**config.mk**
```make
export PLATFORM = sky130hd
export DESIGN_NAME = mem_access_stage
export DESIGN_NICKNAME = d
export VERILOG_FILES = /design/src/rtl/mem_access_stage.sv
export SDC_FILE = /design/constraint.sdc
export NUM_CORES = 1
export LEC_CHECK = 0
export CAP_MARGIN = 15
export CORE_MARGIN = 2
export CORE_UTILIZATION = 39
export DETAILED_ROUTE_END_ITERATION = 8
export HOLD_SLACK_MARGIN = 0.02
export PLACE_DENSITY = 0.71
export SLEW_MARGIN = 10
export SYNTH_ARGS = -nofsm -noshare
export SYNTH_HDL_FRONTEND = slang
export SYNTH_SLANG_ARGS = --single-unit
export TNS_END_PERCENT = 1
```
**constraint.sdc**
```tcl
create_clock -name clk -period 10.69 [get_ports clk]
set_input_delay 2.138 -clock clk [delete_from_list [all_inputs] [get_ports clk]]
set_output_delay 2.138 -clock clk [all_outputs]
set_load 0.02 [all_outputs]
```
**src/rtl/mem_access_stage.sv**
```systemverilog
// EX/MEM slot plus data-memory access FSM and MEM/WB result registers.
// Optional MISALIGN_TRAP_EN: misaligned h/w accesses skip the bus and retire with misalign_w set.
module mem_access_stage #(
  parameter int DATA_WIDTH    = 32,
  parameter int ADDRESS_WIDTH = 32
) (
  input  logic                     clk,
  input  logic                     rst,
  input  logic                     valid_e,
  input  logic                     reg_write_e,
  input  logic [1:0]               res_src_e,
  input  logic                     mem_write_e,
  input  logic [2:0]               funct3_e,
  input  logic [DATA_WIDTH-1:0]    alu_result_e,
  input  logic [DATA_WIDTH-1:0]    write_data_e,
  input  logic [4:0]               rd_e,
  input  logic [ADDRESS_WIDTH-1:0] pc_plus4_e,
  output logic                     stall_m,
  output logic                     dmem_req,
  output logic                     dmem_we,
  output logic [ADDRESS_WIDTH-1:0] dmem_addr,
  output logic [DATA_WIDTH-1:0]    dmem_wdata,
  output logic [3:0]               dmem_be,
  input  logic                     dmem_ready,
  input  logic [DATA_WIDTH-1:0]    dmem_rdata,
  output logic                     valid_w,
  output logic                     reg_write_w,
  output logic [1:0]               res_src_w,
  output logic [4:0]               rd_w,
  output logic [DATA_WIDTH-1:0]    alu_result_w,
  output logic [DATA_WIDTH-1:0]    read_data_w,
  output logic [ADDRESS_WIDTH-1:0] pc_plus4_w,
  output logic                     misalign_w
);

  typedef enum logic {IDLE = 1'b0, ACCESS = 1'b1} state_t;

  state_t                     state_r;
  logic                       slot_valid_r;
  logic                       slot_reg_write_r;
  logic                       slot_mem_r;
  logic                       slot_misalign_r;
  logic [1:0]                 slot_res_src_r;
  logic [2:0]                 slot_funct3_r;
  logic [DATA_WIDTH-1:0]      slot_alu_r;
  logic [4:0]                 slot_rd_r;
  logic [ADDRESS_WIDTH-1:0]   slot_pc4_r;
  logic                       we_r;
  logic [3:0]                 be_r;
  logic [DATA_WIDTH-1:0]      wdata_r;
  logic                       mem_e_s;
  logic                       misalign_e_s;
  logic                       mem_go_e_s;
  logic                       retire_s;

  // Access size: 0 byte, 1 half, 2 word (undefined encodings act as word).
  function automatic logic [1:0] size_of(input logic [2:0] f3);
    case (f3)
      3'b000, 3'b100: size_of = 2'd0;
      3'b001, 3'b101: size_of = 2'd1;
      default:        size_of = 2'd2;
    endcase
  endfunction

  function automatic logic [3:0] store_be(input logic [2:0] f3, input logic [1:0] a);
    case (size_of(f3))
      2'd0:    store_be = 4'b0001 << a;
      2'd1:    store_be = a[1] ? 4'b1100 : 4'b0011;
      default: store_be = 4'b1111;
    endcase
  endfunction

  function automatic logic [31:0] store_wdata(input logic [2:0] f3, input logic [31:0] wd);
    case (size_of(f3))
      2'd0:    store_wdata = {4{wd[7:0]}};
      2'd1:    store_wdata = {2{wd[15:0]}};
      default: store_wdata = wd;
    endcase
  endfunction

  function automatic logic [31:0] load_format(input logic [2:0] f3, input logic [1:0] a,
                                              input logic [31:0] rdata);
    logic [7:0]  b;
    logic [15:0] h;
    b = 8'(rdata >> {a, 3'b000});
    h = 16'(rdata >> {a[1], 4'b0000});
    case (size_of(f3))
      2'd0:    load_format = f3[2] ? {24'h000000, b} : {{24{b[7]}}, b};
      2'd1:    load_format = f3[2] ? {16'h0000, h} : {{16{h[15]}}, h};
      default: load_format = rdata;
    endcase
  endfunction

  function automatic logic is_misaligned(input logic [2:0] f3, input logic [1:0] a);
`ifdef MISALIGN_TRAP_EN
    case (size_of(f3))
      2'd1:    is_misaligned = a[0];
      2'd2:    is_misaligned = (a != 2'b00);
      default: is_misaligned = 1'b0;
    endcase
`else
    is_misaligned = 1'b0;
`endif
  endfunction

  assign mem_e_s      = valid_e & (mem_write_e | (res_src_e == 2'b01));
  assign misalign_e_s = mem_e_s & is_misaligned(funct3_e, alu_result_e[1:0]);
  assign mem_go_e_s   = mem_e_s & ~misalign_e_s;

  assign stall_m    = (state_r == ACCESS) & ~dmem_ready;
  assign dmem_req   = (state_r == ACCESS);
  assign dmem_we    = we_r;
  assign dmem_be    = be_r;
  assign dmem_wdata = wdata_r;
  assign dmem_addr  = ADDRESS_WIDTH'(slot_alu_r);

  // A slot whose access is still outstanding cannot retire; everything else retires next edge.
  assign retire_s = slot_valid_r & (~slot_mem_r | ((state_r == ACCESS) & dmem_ready));

  // EX/MEM slot capture, pre-formatted store lanes and access FSM.
  always_ff @(posedge clk or posedge rst) begin
    if (rst) begin
      state_r          <= IDLE;
      slot_valid_r     <= 1'b0;
      slot_reg_write_r <= 1'b0;
      slot_mem_r       <= 1'b0;
      slot_misalign_r  <= 1'b0;
      slot_res_src_r   <= 2'b00;
      slot_funct3_r    <= 3'b000;
      slot_alu_r       <= '0;
      slot_rd_r        <= 5'd0;
      slot_pc4_r       <= '0;
      we_r             <= 1'b0;
      be_r             <= 4'b0000;
      wdata_r          <= '0;
    end else if (!stall_m) begin
      state_r          <= mem_go_e_s ? ACCESS : IDLE;
      slot_valid_r     <= valid_e;
      slot_reg_write_r <= reg_write_e;
      slot_mem_r       <= mem_go_e_s;
      slot_misalign_r  <= misalign_e_s;
      slot_res_src_r   <= res_src_e;
      slot_funct3_r    <= funct3_e;
      slot_alu_r       <= alu_result_e;
      slot_rd_r        <= rd_e;
      slot_pc4_r       <= pc_plus4_e;
      we_r             <= mem_go_e_s & mem_write_e;
      be_r             <= mem_go_e_s ? (mem_write_e ? store_be(funct3_e, alu_result_e[1:0])
                                                    : 4'b1111) : 4'b0000;
      wdata_r          <= (mem_go_e_s & mem_write_e) ? store_wdata(funct3_e, write_data_e) : '0;
    end
  end

  // MEM/WB registers; payload holds whenever nothing retires.
  always_ff @(posedge clk or posedge rst) begin
    if (rst) begin
      valid_w      <= 1'b0;
      reg_write_w  <= 1'b0;
      res_src_w    <= 2'b00;
      rd_w         <= 5'd0;
      alu_result_w <= '0;
      read_data_w  <= '0;
      pc_plus4_w   <= '0;
      misalign_w   <= 1'b0;
    end else begin
      valid_w <= retire_s;
      if (retire_s) begin
        reg_write_w  <= slot_reg_write_r & ~slot_misalign_r;
        res_src_w    <= slot_res_src_r;
        rd_w         <= slot_rd_r;
        alu_result_w <= slot_alu_r;
        pc_plus4_w   <= slot_pc4_r;
        misalign_w   <= slot_misalign_r;
        if (slot_mem_r) begin
          read_data_w <= load_format(slot_funct3_r, slot_alu_r[1:0], dmem_rdata);
        end
      end
    end
  end

endmodule
```
======== Word level (Yosys, flattened, before mapping) ========
Cells that the tools add are included.
Widths: inputs -> output; s select.
cells by class
  eq/ne operators ......................... 9
  shift-type cells ........................ 3
  mux-type cells .......................... 15
  bitwise operators ....................... 9
  reduce and logical (&&, ||, !) cells .... 9
operators by type and width
  kind                 count
  $pmux 32 s2          2
  $mux 32              3
  $shr 32x5->16        1
  $shr 32x5->8         1
  $eq 3x3->1 const B   4
  $mux 4               3
  $pmux 2 s2           2
  $pmux 4 s2           1
  $reduce_or 2->1      4
  $eq 2x1->1 const B   3
  $eq 3x1->1 const B   2
  $logic_not 3->1      2
  $mux 2               3
  $and 1x1->1          5
  $logic_not 2->1      2
  $shl 1x2->4 const A  1
  $not 1->1            2
  $or 1x1->1           2
  $reduce_and 2->1     1
  $mux 1               1
storage, ports and cells
  register bits after elaboration ......... 220
  output and inout port bits .............. 177
  input bits .............................. 144

======== Logic depth before layout (Yosys ltp) ========
  word-level depth ........................ 8
  depth in mapped cells ................... 7
  depth with buffers taken out ............ 4

======== Least setup slack after synthesis ========
OpenSTA, ideal clock, no wires.
  path kind ............................... input-to-output
  start ................................... in dmem_ready
  end ..................................... out stall_m
  arrival time ............................ 2889 ps
  path buffers ............................ 2
  path slack .............................. 5663 ps
  cell stages on the path ................. 4
  data required time ...................... 8552 ps
  path through ............................ nand2b_1 > buf_2 > inv_2 > clkbuf_1
between the ends
  cells in the longest elaborated chain, start to end .. 2
ends and longest elaborated chain
  what             RTL line  RTL
  start, declared  24        input logic dmem_ready,
  $not 1->1        110       assign stall_m = (state_r == ACCESS) & ~dmem_ready;
  $and 1x1->1      110
  end, declared    18        output logic stall_m,
Every way passes these cells.

======== Final worst setup path ========
Same ends and word-level chain as after synthesis.

==> reports/results.tsv <==
metric	value	unit
clock_skew	9.143	ps
h-tree-depth	1	
yosysWarnings	0	
viasPerCell	4.979	
cts_buffers	24	
num_vias	7195	
netlist_instances	848	
grt_pass1_vias	7316	
synth_edf_count	0	
cts_max_path_buffers	3	
ir_worst_vdd	0.1302	mV
ys_ff_latch	219	
die-area	24300	um^2
hold_class	flop to flop	
drive_gt1_frac	0.1112	
synth_fa_ha_area_frac	0	
synth.distinct_cells	31	
setup_viol	0	
grt_usage	0.2040	
detail_route.wl_per_cell	17.59	um
initial_core_util	0.3974	
die_h	155.9	um
cts_hold_buf	0	
status	complete, no violations	
synth_top_family_by_area	simple AND/OR/NAND/NOR gates	
placementRows	55	
grt_overflow_total	0	
rsz0062_at_grt	no	
end_kind	primary output	
fin_crit	6711	ps
synthSimpleGateAreaFrac	0.1869	
yosys_most_used_dff	dfrtp_1	
powerDensity	206.4	nW/um^2
drv_cap	0	
fillers	1955	
layout.nets	1290	
cts_tree	yes	
path_max_fanout	79	
synth.cell_area	8997	um^2
drt_pass1_iterations	4	
final.setup.tns	0	ps
antenna_found_initial	0	
crit_required	8550	ps
port_buffers	319	
hold_viol	0	
p_leak	5.876	nW
drt_wl_total	25420	um
path_class	primary input to primary output	
core_area	22640	um^2
final_antenna_net_count	0	
synth_compound_area_frac	0.05771	
cts_setup_buffers	0	
ioPinCount	321	
dp_hpwl	17230	um
slew_headroom	0.3018	
cts-root-buf	clkbuf_16	
grt_pass1_wl	39470	um
crit_arrival	4570	ps
areaGrowthSynthToFinish	46.72	%
stdcell_count	1445	
max_freq	149.0	MHz
async_flop_share	1.000	
syn_area_per_cell	10.61	um^2
worst_skew_pair.late_latency	500	ps
drv_slew	0	
tightest_slew	1047	ps
period_share	0.6277	
worstSetupStartpointType	primary input	
drt_iter0_markers	361	
synth_mux_area_frac	0.1192	
die_w	155.9	um
numPlacedInstances	1405	
path_clk_slew	60	ps
route.detailed.drc	0	
diodes	0	
cts_sinks	219	
post_cts_resized	0	
place_congestion	0.7887	
syn_nets	992	
yosysSeqAreaShare	0.6091	
holdWs	458.6	ps
synth-xor-area-share	0	
grt_max_degree	145	
[metrics by stage]
step	worst slack [ps]	area, um^2	utilization	power (mW)
finish	3979	13200	0.5831	2.725
CTS	3877	13200	0.5831	2.757
global placement	3902	12400	0.5476	1.887
floorplan	2559	8997	-	1.476
global route	3736	13200	0.5831	2.857
detailed placement	3871	12400	0.5476	1.902
[cells in the mapped netlist, types with 3 or more instances]
library cell,count,share of area
nor2b_1,20,0.014
buf_2,3,0.0017
mux2_2,81,0.10
nand3b_1,15,0.013
nand2b_1,15,0.010
buf_1,7,0.0029
a2111oi_0,7,0.0068
nand2_1,268,0.11
nand3_1,35,0.019
a21oi_1,16,0.0089
mux2i_1,16,0.018
nor2_1,24,0.010
o21ai_0,49,0.027
dfrtp_1,219,0.61
inv_1,3,0.0013
clkbuf_1,41,0.017
a22o_1,12,0.012
[final cells by class]
type | instances | area, um^2 | area share
clock inverters | 5 | 100.1 | 0.007582
clock buffers | 35 | 703.2 | 0.05327
well taps | 285 | 356.6 | 0.02701
repair buffers | 326 | 3246 | 0.2459
inverters | 5 | 28.78 | 0.002180
flip-flops and latches | 219 | 5480 | 0.4151
multi-input cells | 570 | 3287 | 0.2490
[routing by layer]
layer / track usage / wire length, um / vias up
met5: 0 / 0 / -
met4: 0.05417 / 537 / 0
met3: 0.05722 / 2055 / 41
met2: 0.3437 / 12480 / 245
met1: 0.2598 / 10350 / 3496
li1: - / - / 3413
[cells by family (layout without fill, tap and decap cells)]
| logic type | count (synthesis) | in the layout |
|---|---|---|
| flip-flops | 219 | 219 |
| AO/OA/AOI/OAI | 87 | 87 |
| buffers and inverters | 59 | 371 |
| other | 1 | 1 |
| multiplexers | 97 | 97 |
| AND/OR/NAND/NOR | 385 | 385 |
[power by group]
group | total (mW) | switching, mW | internal (mW)
clock network | 0.841 | 0.317 | 0.524
logic | 0.806 | 0.406 | 0.400
registers | 1.08 | 0.0911 | 0.987
total | 2.73 | 0.814 | 1.91
[layout by cell type, fill, tap and decap left out, types with 15 or more instances in the layout]
| cell | n |
|---|---|
| nand2_1 | 267 |
| o21ai_0 | 49 |
| dfrtp_1 | 219 |
| nor2b_1 | 20 |
| clkdlybuf4s50_1 | 319 |
| nor2_1 | 24 |
| a21oi_1 | 16 |
| clkbuf_16 | 25 |
| mux2_2 | 81 |
| nand3_1 | 35 |
| nand3b_1 | 15 |
| mux2i_1 | 16 |
[critical path, stage by stage]
cell	delay, ps
clkdlybuf4s50_1	440
nand2b_4	580
inv_4	680
clkdlybuf4s50_1	720
[flip-flops by register name (all words and copies together) (netlist names), 3 cells and up]
name,count
slot_pc4_r,32
slot_rd_r,5
alu_result_w,32
slot_funct3_r,3
dmem_addr,32
pc_plus4_w,32
rd_w,5
dmem_wdata,32
read_data_w,32
dmem_be,4
[final timing paths]
check | cells past startpoint | endpoint | startpoint | slack [ps]
max | 4 | stall_m | dmem_ready | 3980
min | 2 | slot_rd_r[3] | slot_rd_r[3] | 460
max reg2reg | 4 | alu_result_w[6] | dmem_req | 7170
min reg2reg | 2 | slot_rd_r[3] | slot_rd_r[3] | 460
max in group asynchronous | 3 | rd_w[3] | rst | 6800
min in group asynchronous | 2 | read_data_w[21] | rst | 2210
No activity file was read; power rests on OpenSTA's default activity.
